### config.mk
export PLATFORM = sky130hd
export DESIGN_NAME = keypad_scan
export DESIGN_NICKNAME = d
export VERILOG_FILES = /design/src/rtl/keypad_scan.sv
export SDC_FILE = /design/constraint.sdc
export NUM_CORES = 1
export LEC_CHECK = 0
export ABC_AREA = 1
export CORE_MARGIN = 4
export CORE_UTILIZATION = 57
export CTS_CLUSTER_DIAMETER = 80
export CTS_CLUSTER_SIZE = 12
export DETAILED_ROUTE_END_ITERATION = 10
export GPL_ROUTABILITY_DRIVEN = 0
export GPL_TIMING_DRIVEN = 0
export PLACE_DENSITY_LB_ADDON = 0.3
export SYNTH_ARGS = -nofsm -noshare
export SYNTH_HDL_FRONTEND = slang
export SYNTH_SLANG_ARGS = --single-unit
### constraint.sdc
create_clock -name sys_clk -period 1.8 [get_ports sys_clk]
set_input_delay 0.36 -clock sys_clk [delete_from_list [all_inputs] [get_ports sys_clk]]
set_output_delay 0.36 -clock sys_clk [all_outputs]
set_load 0.05 [all_outputs]
### src/rtl/keypad_scan.sv
// 4x4 active-low matrix keypad scanner with tick-based press/release debounce.
// Optional auto-repeat while held is enabled by defining KEY_REPEAT_EN.
module keypad_scan #(
  parameter int CLK_FREQ  = 50_000_000,
  parameter int SCAN_FREQ = 1000,
  parameter int DEB_TICKS = 20
) (
  input  logic       sys_clk,
  input  logic       sys_rst,
  input  logic [3:0] key_row_in,
  output logic [3:0] key_col_out,
  output logic [3:0] key_code,
  output logic       key_valid,
  output logic       key_pressed
);

  localparam int TICK_PERIOD = CLK_FREQ / SCAN_FREQ;
  localparam int TW = $clog2(TICK_PERIOD);
  localparam logic [TW-1:0] TICK_LAST = TW'(TICK_PERIOD - 1);
  localparam logic [7:0] DEB_LAST = 8'(DEB_TICKS);

  typedef enum logic [2:0] {
    IDLE      = 3'd0,
    PRESS_DEB = 3'd1,
    SCAN      = 3'd2,
    HIT       = 3'd3,
    HELD      = 3'd4,
    REL_DEB   = 3'd5
  } state_t;

  logic [3:0]    row_meta_q, row_sync_q;
  logic [TW-1:0] tick_cnt_q, tick_cnt_d;
  state_t        state_q, state_d;
  logic [7:0]    deb_cnt_q, deb_cnt_d;
  logic [1:0]    col_q, col_d;
  logic [3:0]    col_out_q, col_out_d;
  logic [3:0]    code_q, code_d;
  logic          valid_q, valid_d;
  logic          pressed_q, pressed_d;
  logic          tick, row_idle;
`ifdef KEY_REPEAT_EN
  logic [8:0]    rep_cnt_q, rep_cnt_d;
  logic          rep_first_q, rep_first_d;
  logic [8:0]    rep_target;
`endif

  function automatic logic [1:0] lowest_zero(input logic [3:0] row);
    logic [1:0] idx;
    if (!row[0])      idx = 2'd0;
    else if (!row[1]) idx = 2'd1;
    else if (!row[2]) idx = 2'd2;
    else              idx = 2'd3;
    return idx;
  endfunction

  assign tick     = (tick_cnt_q == TICK_LAST);
  assign row_idle = (row_sync_q == 4'hF);

  // Rows are asynchronous to sys_clk; two flops before any decision is made.
  always_ff @(posedge sys_clk) begin
    if (sys_rst) begin
      row_meta_q <= 4'hF;
      row_sync_q <= 4'hF;
    end else begin
      row_meta_q <= key_row_in;
      row_sync_q <= row_meta_q;
    end
  end

  always_comb begin
    tick_cnt_d = tick ? '0 : tick_cnt_q + TW'(1);
    state_d    = state_q;
    deb_cnt_d  = deb_cnt_q;
    col_d      = col_q;
    code_d     = code_q;
    valid_d    = 1'b0;
    pressed_d  = pressed_q;
`ifdef KEY_REPEAT_EN
    rep_cnt_d   = rep_cnt_q;
    rep_first_d = rep_first_q;
    rep_target  = rep_first_q ? 9'd500 : 9'd100;
`endif
    case (state_q)
      IDLE: begin
        if (tick && !row_idle) begin
          deb_cnt_d = 8'd0;
          state_d   = PRESS_DEB;
        end else begin
          state_d = IDLE;
        end
      end
      PRESS_DEB: begin
        if (!tick) begin
          state_d = PRESS_DEB;
        end else if (row_idle) begin
          state_d = IDLE;
        end else if (deb_cnt_q + 8'd1 == DEB_LAST) begin
          deb_cnt_d = deb_cnt_q + 8'd1;
          col_d     = 2'd0;
          state_d   = SCAN;
        end else begin
          deb_cnt_d = deb_cnt_q + 8'd1;
        end
      end
      SCAN: begin
        // The lowest column reaches a hit first, so it wins over higher ones.
        if (!tick) begin
          state_d = SCAN;
        end else if (!row_idle) begin
          code_d    = {lowest_zero(row_sync_q), col_q};
          valid_d   = 1'b1;
          pressed_d = 1'b1;
          state_d   = HIT;
        end else if (col_q == 2'd3) begin
          state_d = IDLE;
        end else begin
          col_d = col_q + 2'd1;
        end
      end
      HIT: begin
        state_d = HELD;
`ifdef KEY_REPEAT_EN
        rep_cnt_d   = 9'd0;
        rep_first_d = 1'b1;
`endif
      end
      HELD: begin
        if (tick && row_idle) begin
          deb_cnt_d = 8'd0;
          state_d   = REL_DEB;
        end else if (tick) begin
`ifdef KEY_REPEAT_EN
          if (rep_cnt_q + 9'd1 == rep_target) begin
            valid_d     = 1'b1;
            rep_cnt_d   = 9'd0;
            rep_first_d = 1'b0;
          end else begin
            rep_cnt_d = rep_cnt_q + 9'd1;
          end
`else
          state_d = HELD;
`endif
        end else begin
          state_d = HELD;
        end
      end
      REL_DEB: begin
        if (!tick) begin
          state_d = REL_DEB;
        end else if (!row_idle) begin
          state_d = HELD;
`ifdef KEY_REPEAT_EN
          rep_cnt_d   = 9'd0;
          rep_first_d = 1'b1;
`endif
        end else if (deb_cnt_q + 8'd1 == DEB_LAST) begin
          deb_cnt_d = deb_cnt_q + 8'd1;
          pressed_d = 1'b0;
          state_d   = IDLE;
        end else begin
          deb_cnt_d = deb_cnt_q + 8'd1;
        end
      end
      default: state_d = IDLE;
    endcase
    case (state_d)
      SCAN, HIT: col_out_d = ~(4'b0001 << col_d);
      default:   col_out_d = 4'b0000;
    endcase
  end

  // Column drive is registered from the next state so it changes with the state.
  always_ff @(posedge sys_clk) begin
    if (sys_rst) begin
      tick_cnt_q <= '0;
      state_q    <= IDLE;
      deb_cnt_q  <= 8'd0;
      col_q      <= 2'd0;
      col_out_q  <= 4'b0000;
      code_q     <= 4'd0;
      valid_q    <= 1'b0;
      pressed_q  <= 1'b0;
`ifdef KEY_REPEAT_EN
      rep_cnt_q   <= 9'd0;
      rep_first_q <= 1'b1;
`endif
    end else begin
      tick_cnt_q <= tick_cnt_d;
      state_q    <= state_d;
      deb_cnt_q  <= deb_cnt_d;
      col_q      <= col_d;
      col_out_q  <= col_out_d;
      code_q     <= code_d;
      valid_q    <= valid_d;
      pressed_q  <= pressed_d;
`ifdef KEY_REPEAT_EN
      rep_cnt_q   <= rep_cnt_d;
      rep_first_q <= rep_first_d;
`endif
    end
  end

  assign key_col_out = col_out_q;
  assign key_code    = code_q;
  assign key_valid   = valid_q;
  assign key_pressed = pressed_q;

endmodule

* After elaboration in Yosys (flattened, before gate mapping)
Index checks and enable logic that the tools add are counted.
** Cells by class
- Add/sub/neg operators :: 3
- Equality and inequality tests :: 20
- Muxes and demuxes :: 36
- Reduce and logical (&&, ||, !) cells :: 13
- Bitwise operators :: 5
- Shifts and indexed selects :: 1
** Operator list (number)
- 2-to-1 mux 8 bit :: 6
- case mux 8 bit (4 select lines) :: 1
- 2-to-1 mux 3 bit :: 9
- inequality test 2 bit (second input constant) :: 9
- case mux 3 bit (6 select lines) :: 1
- adder 16 x 1 -> 16 bit (second input constant) :: 1
- == test 16 bit (second input constant) :: 1
- 2-to-1 mux 2 bit :: 8
- == test 3 x 2 -> 1 bit (second input constant) :: 4
- 2-to-1 mux 1 bit :: 9
- adder 8 x 1 -> 8 bit (second input constant) :: 1
- == test 8 x 5 -> 1 bit (second input constant) :: 1
- AND reduction 7 bit :: 1
- == test 3 bit (second input constant) :: 2
- AND reduction 6 bit :: 1
- OR reduction 2 bit :: 3
- == test 4 bit (second input constant) :: 1
- inverter 1 bit :: 4
- inverter 4 bit :: 1
- case mux 2 bit (2 select lines) :: 1
- nonzero test 4 bit :: 1
- << shifter 1 x 2 -> 4 bit (first input constant) :: 1
- == test 3 x 1 -> 1 bit (second input constant) :: 1
- zero test 3 bit :: 1
- other kinds (8) :: 9
** Word-level totals
- Input port bits :: 6
- Flip-flop bits (word level) :: 47

* Depth between registers and ports, before layout
Gate-level depths: netlist of run 1.
- Word-level depth :: 10
- Depth in mapped cells :: 14
- Gate-level depth less buffers :: 14

* Least setup slack after synthesis of run 1
Ideal clock, no wire load.
- Kind :: flip-flop to flip-flop
- Start :: register tick_cnt_q[0]
- End :: register col_out_q[1], in the netlist key_col_out[1]
- Data arrival time :: 1491 ps
- Stages on the path, launching flop included :: 14
- Slack :: 200 ps
- Library setup time :: 109 ps
- Period minus slack after synthesis :: 1600 ps
- Data required time :: 1691 ps
- Cell sequence :: dfxtp_1 > ha_1 > nand2_1 > inv_2 > nand3_1 > nand3b_2 > nor2_4 > nand2_2 > nand2_2 > nand2_2 > nand2_4 > nand3_1 > nand2_1 > inv_1
** On the way
- Longest elaborated chain between the ends :: 8
- Elaborated cells between the ends (all ways) :: 19
- Classes of those cells :: 3 x eq/ne; 1 x shift; 9 x mux; 2 x bitwise; 4 x reduce/logical
** RTL lines
- start, declared :: RTL line 32 : logic [TW-1:0] tick_cnt_q, tick_cnt_d;
- start signal, assigned :: RTL line 188 : tick_cnt_q <= tick_cnt_d;
- == test 16 bit (*) :: RTL line 56 : assign tick = (tick_cnt_q == TICK_LAST);
- logical AND 1 bit (on tied branches) :: RTL line 128, 85
- 2-to-1 mux 1 bit (on tied branches) :: RTL line 128, 85
- case mux 3 bit (6 select lines) :: RTL line 83 : case (state_q)
- == test 3 x 2 -> 1 bit :: RTL line 166 : case (state_d)
- OR reduction 2 bit :: RTL line 166
- inverter 1 bit (no source line)
- OR reduction 2 bit (no source line)
- end signal, assigned :: RTL line 192 : col_out_q <= col_out_d;
- end, declared :: RTL line 36 : logic [3:0] col_out_q, col_out_d;
Mark *: on every way between the ends. The rest lies on a longest branch, timed or not.
A chain may end at the register's enable or synchronous reset.

* Final worst setup path of run 1
- Start :: register col_out_q[3], in the netlist key_col_out[3]
- End :: output key_col_out[3]
** RTL lines
- end, declared :: RTL line 11 : output logic [3:0] key_col_out,
No word-level cell between the ends.

==> metrics.txt, run 1 <==
routed wire length=4430 um; Worst path depth=1; share of cells above drive strength 1=26.1%; worst stage delay on the critical path=0.79 ns; fill count=307; ant diodes=0; FF+latch area=952 sq um; antenna-violating nets left=0; root buffer cell=clkbuf_8; first-pass GRT wire length=7490 um; Synth warnings=0; Via Count=1,874; Critical Path RT=1.44 ns; Reg clk slew, reported paths=0.08 ns; pre-CTS WS=-0.0566 ns; maximum vdd ir drop=0.535 mV; EDFF count, synth=0; Die Width=69.7 um; RR Startpoint=tick_cnt_q[0]; post-DP HPWL=3000 um; asr flop ratio synth=0%; Die Ht=69.7 um; Slowest-stage cell, CP=clkdlybuf4s50_1; Slew HR=66.4%; mapped cell area=0.00217 sq mm; fin worst setup slack=0.0437 ns; Worst-Margin Slew=0.503 ns; H-tree Lvls=2; Tcrit/Tclk final=97.6%; Boundary Pins=16; CP Cell Sequence=clkdlybuf4s50_1; full die area=0.00486 sq mm; Cell variety after synth=39; element type at the critical path end=output pin; power per cell area=663 mW/mm^2; sequential cell area fraction in the yosys report=43.4%; WL/cell=12.5 um; row cnt=22; Fin Setup TNS=0 ns; max_cap viols=0; critical path startpoint=key_col_out[3]; end of the critical path=key_col_out[3]; initial antenna violation count=0; CP Max Fanout=1; starting density of the core=59.3%; Setup crit start kind=flop; TritonCTS buffer count=5; hold_sp=row_meta_q[2]; Worst Path Arrival=1.40 ns; Worst R2R Path Depth=10; total power=1.72 mW; worst r2r dst=state_q[0]; RSZ-0062 raised after global routing=true; Crit Path Class=flop to output pin; largest net degree at the start of global routing=13; number of hold violations in the final report=0; R2R Setup Slk=0.09 ns; total placed cells including tap cells=342; fin crit period=1.76 ns; first-iteration detailed-routing DRC count=132; total core area=0.00366 sq mm; vias in the first global route=1,743; layout net count=316; end-of-flow core utilization=70.8%; #FFs+latches synth=47; CTS tree=built; Leak=1.05 nW; worst hold path class=flop to flop; Yosys top cell by area=dfxtp_1; 1st-pass router iterations=4; DR vias/cell=5.28; CP top delay family=buffers and inverters; ranking of synthesized cells by area=dfxtp_1, nand2_1, a21oi_1; Slew Viols, Final=0; Worst-Skew Late Latency=0.30 ns; # port buffers=14; ys flop type=dfxtp_1; skew final=0.00427 ns; status=finished clean; maximum clock rate=569 MHz; clock buffer depth=2; non-filler cells in the finished layout=355; Mapped Nets=288; Worst Path Buf+Inv=1; # clock sinks=47; gr usage total=18.7%; Synth Area per Inst=7.75 sq um; final setup fails=0; area of the multi-input gates=0.00118 sq mm; total gr overflow=0; DRC viols=0; Layout area overhead=19.5%; Syn Inst Count=280; top cell type's share of synthesized area=43.4%
[metrics by stage]
step	hold slack, ns	cell area [sq um]
5_1_grt	0.416	2590
3_3_place_gp	0.391	2370
4_1_cts	0.410	2450
2_1_floorplan	0.389	2170
3_5_place_dp	0.392	2370
6_report	0.411	2590
[placed cells by master, fill, tap and decap left out, drive strengths merged, types with 2 or more instances in the layout]
cell           instances
or2                   10
a21oi                 25
nand3                 16
o21bai                 4
o21ai                 18
clkdlybuf4s50          8
nand2                 52
clkbuf                 8
nand4                  5
nor2                  39
inv                   28
o211a                  2
ha                     2
dlygate4sd2            5
clkinv                 3
o211ai                 2
dfxtp                 47
nor3b                  4
xor2                   3
nor3                   9
buf                    9
[Yosys cell counts (2+ instances only)]
cell type and number:
o211a_1 2, clkinv_1 2, nand4_1 5, inv_2 11
inv_1 17, o21bai_1 3, xor2_1 3, a21oi_1 24
nor3_1 7, nand2_1 41, or2_2 9, ha_1 2
nor2_2 9, o211ai_1 2, nand3_2 4, o21ai_0 12
nor3_2 2, nor2_4 3, clkbuf_1 2, nor3b_1 4
nor2_1 27, o21ai_1 6, nand3_1 12, dfxtp_1 47
nand2_2 10
[cell families after synthesis]
logic type / share of synthesized area, %
AO/OA/AOI/OAI: 14.5
XOR/XNOR: 1.62
AND/OR/NAND/NOR: 33.0
flip-flops: 43.4
adder cells (fa/ha/maj): 1.15
buffers and inverters: 6.34
[power breakdown]
group	switching [mW]	total, mW	internal, mW
combinational	0.0440	0.0741	0.0301
clock	0.324	0.583	0.259
sequential	0.00844	1.06	1.05
total	0.376	1.72	1.34
[routing by layer]
| metal | routed length [um] | GRT usage [%] | vias up |
|---|---|---|---|
| li1 | - | - | 976 |
| met1 | 2000 | 22.5 | 845 |
| met2 | 2120 | 31.1 | 45 |
| met3 | 234 | 5.51 | 8 |
| met4 | 65 | 7.66 | 0 |
| met5 | 0 | 0 | - |
[worst min path at each step]
stage / endpoint / slack (ns) / cells after the start
after detailed placement: row_sync_q[2] / 0.39 / 1
after global placement: row_sync_q[2] / 0.39 / 1
after floorplan: row_sync_q[0] / 0.39 / 1
after CTS: row_sync_q[2] / 0.41 / 1
after global routing: row_sync_q[2] / 0.42 / 1
final: row_sync_q[2] / 0.41 / 1
[worst register-to-register path, delay by kind of cell (launching register included)]
family                     cells  cell delay [ns]
AOI/OAI and AO/OA              3             0.40
adders and majority gates      1             0.13
buffers and inverters          1             0.09
DFF                            1             0.36
and+or+nand+nor                5             0.67
[area by class of cell]
class / count / share of cell area (%)
timing repair buffer: 21 / 7.29
sequential: 47 / 36.7
buffer: 4 / 0.772
tap: 48 / 2.32
multi-input combinational: 198 / 45.6
clock buffer: 6 / 2.80
inverter: 31 / 4.54
[sequential cells by signal (all words and copies together), names as in the netlist]
name / count
deb_cnt_q: 8
state_q: 3
tick_cnt_q: 16
key_col_out: 4
col_q: 2
key_code: 4
row_meta_q: 4
key_valid: 1
key_pressed: 1
row_sync_q: 4
[what timing repair did]
item,in CTS,in global routing
endpoints found under the hold margin,0,0
pin swaps,0,12
hold buffers,0,0
setup endpoints to repair,15,24
setup buffers,0,7
resized for setup,9,21
(Power assumes the default switching activity.)
==> inputs of run 2 (changes only) <==
==> constraint.sdc (replaced) <==
create_clock -name sys_clk -period 1.8 [get_ports sys_clk]
set_input_delay 0.36 -clock sys_clk [delete_from_list [all_inputs] [get_ports sys_clk]]
set_output_delay 0.36 -clock sys_clk [all_outputs]
set_load 0.01 [all_outputs]
==> metrics.txt, run 2 (synthesis results as in run 1) <==
commonest non-fill, non-tap cell in the layout=dfxtp_1 (unchanged); Slew Viols, Final=0 (unchanged); end-of-flow core utilization=70.9% (was 70.8%); Worst Hold Path EP=row_sync_q[2] (unchanged); final setup fails=0 (unchanged); fin crit period=1.71 ns (was 1.76 ns); vias in the first global route=1,743 (unchanged); final hold slack=0.411 ns (unchanged); Setup crit start kind=flop (unchanged); Critical Path RT=2.03 ns (was 1.44 ns); number of hold violations in the final report=0 (unchanged); TritonCTS buffer count=5 (unchanged); fill count=303 (was 307); Hold Crit Depth=1 (unchanged); WL/cell=12.5 um (about the same); ant diodes=0 (unchanged); share of cells above drive strength 1=26.1% (unchanged); Tcrit/Tclk final=94.8% (was 97.6%); largest net degree at the start of global routing=13 (unchanged); row cnt=22 (unchanged); Biggest register=tick_cnt_q (unchanged); hold_sp=row_meta_q[2] (unchanged); skew final=0.00427 ns (about the same); worst hold path class=flop to flop (unchanged); Slowest-stage cell, CP=dfxtp_2 (was clkdlybuf4s50_1); # clock sinks=47 (unchanged); CP Max Fanout=5 (was 1); R2R Setup Slk=0.09 ns (about the same); status=finished clean (unchanged); layout net count=316 (unchanged); Reg clk slew, reported paths=0.08 ns (about the same); clock buffer depth=2 (unchanged); # port buffers=14 (unchanged); Die Ht=69.7 um (unchanged); Worst-Skew Late Latency=0.30 ns (about the same); starting density of the core=59.3% (unchanged); Largest regs=tick_cnt_q (16), deb_cnt_q (8) (unchanged); Worst-Margin Slew=0.472 ns (was 0.503 ns); post-DP HPWL=3000 um (unchanged); total gr overflow=0 (unchanged); H-tree Lvls=2 (unchanged); total power=1.71 mW (was 1.72 mW); antenna-violating nets left=0 (unchanged); commonest non-fill, non-tap cells in the layout=dfxtp_1, nand2_1, nor2_1 (unchanged); total core area=0.00366 sq mm (unchanged); root buffer cell=clkbuf_8 (unchanged); max FFs per register=16 (unchanged); CP most frequent cell=a21oi_1; Die Width=69.7 um (unchanged); CP Cell Sequence=ha_4 -> nand2_1 -> inv_2 -> nand3_2 -> nand3b_4 -> nor2_4 -> nand2_2 -> o21ai_0 -> a21oi_1 -> a21oi_1 (was clkdlybuf4s50_1); worst stage delay on the critical path=0.36 ns (was 0.79 ns); Worst R2R Path Depth=10 (unchanged); Slew HR=68.5% (was 66.4%); Crit Path Class=flop to flop (was flop to output pin); CTS tree=built (unchanged); initial antenna violation count=0 (unchanged); routed wire length=4430 um (about the same); first-iteration detailed-routing DRC count=125 (was 132); Leak=1.01 nW (was 1.05 nW); Boundary Pins=16 (unchanged); first-pass GRT wire length=7490 um (unchanged); RR Startpoint=tick_cnt_q[0] (unchanged); element type at the critical path end=flop (was output pin); RSZ-0062 raised after global routing=true (unchanged); 1st-pass router iterations=4 (unchanged); gr usage total=18.7% (unchanged); power per cell area=660 mW/mm^2 (was 663 mW/mm^2); max_cap viols=0 (unchanged); full die area=0.00486 sq mm (unchanged); DRC viols=0 (unchanged); maximum clock rate=586 MHz (was 569 MHz); Layout area overhead=19.7% (was 19.5%); Via Count=1,882 (was 1,874); DR vias/cell=5.30 (was 5.28); maximum vdd ir drop=0.535 mV (about the same); worst r2r dst=state_q[0] (unchanged); Worst Path Arrival=1.94 ns (was 1.40 ns)
-- run 2: cell count changes in the layout (fill, tap and decap cells not counted) --
cell and change:
clkdlybuf4s50_1 +6, dlygate4sd2_1 -5, dlymetal6s2s_1 -1
-- run 2: how the worst max path moves through the flow --
stage,from,to,slack [ns],cells past startpoint
after floorplan,tick_cnt_q[0],key_col_out[1],0.20,13
after global placement,sys_rst,tick_cnt_q[6],-0.009,5
after detailed placement,sys_rst,tick_cnt_q[9],-0.06,5
after CTS,deb_cnt_q[0],key_col_out[1],0.03,14
after global routing,deb_cnt_q[1],key_col_out[1],-0.06,14
final,tick_cnt_q[0],state_q[0],0.09,10
-- run 2: what timing repair did --
action	CTS	global route
resized for setup	4	20
hold endpoints to repair	0	0
hold buffers	0	0
setup endpoints to repair	10	23
setup buffers	0	7
pin swaps	0	12
-- run 2: metrics by stage --
stage	worst slack [ns]	area, sq um	instances	setup TNS [ns]
detailed placement	-0.0566	2370	342	-0.477
CTS	0.0313	2460	348	0
finish	0.0933	2600	355	0
global placement	-0.00917	2370	342	-0.0229
floorplan	0.200	2170	280	0
global route	-0.0572	2600	355	-0.102
-- run 2: routing by layer --
metal	global-route usage, %	routed length [um]	vias up
met3	5.51	207	5
met1	22.5	2030	859
met5	0	0	-
li1	-	-	977
met4	7.66	44	0
met2	31.1	2140	41
-- run 2: area by class of cell --
class,instances,area (sq um),share of cell area (%)
multi-input cells,198,1180,45.5
flip-flops and latches,47,952,36.7
repair buffers,21,193,7.42
inverters,31,118,4.53
clock buffers,6,72.6,2.80
well taps,48,60.1,2.31
plain buffers,4,20.0,0.771
-- run 2: report_power, final --
group	leakage [nW]	switching (mW)	internal (mW)
sequential	0.384	0.00857	1.05
combinational	0.590	0.0377	0.0316
clock	0.0371	0.323	0.259
-- run 2: worst max-delay path, delay by kind of cell (launching register included) --
| family | cells | cell delay [ns] |
|---|---|---|
| AND/OR/NAND/NOR | 5 | 0.66 |
| AO/OA/AOI/OAI | 3 | 0.41 |
| flip-flops | 1 | 0.36 |
| adder cells (fa/ha/maj) | 1 | 0.13 |
| buffers and inverters | 1 | 0.09 |
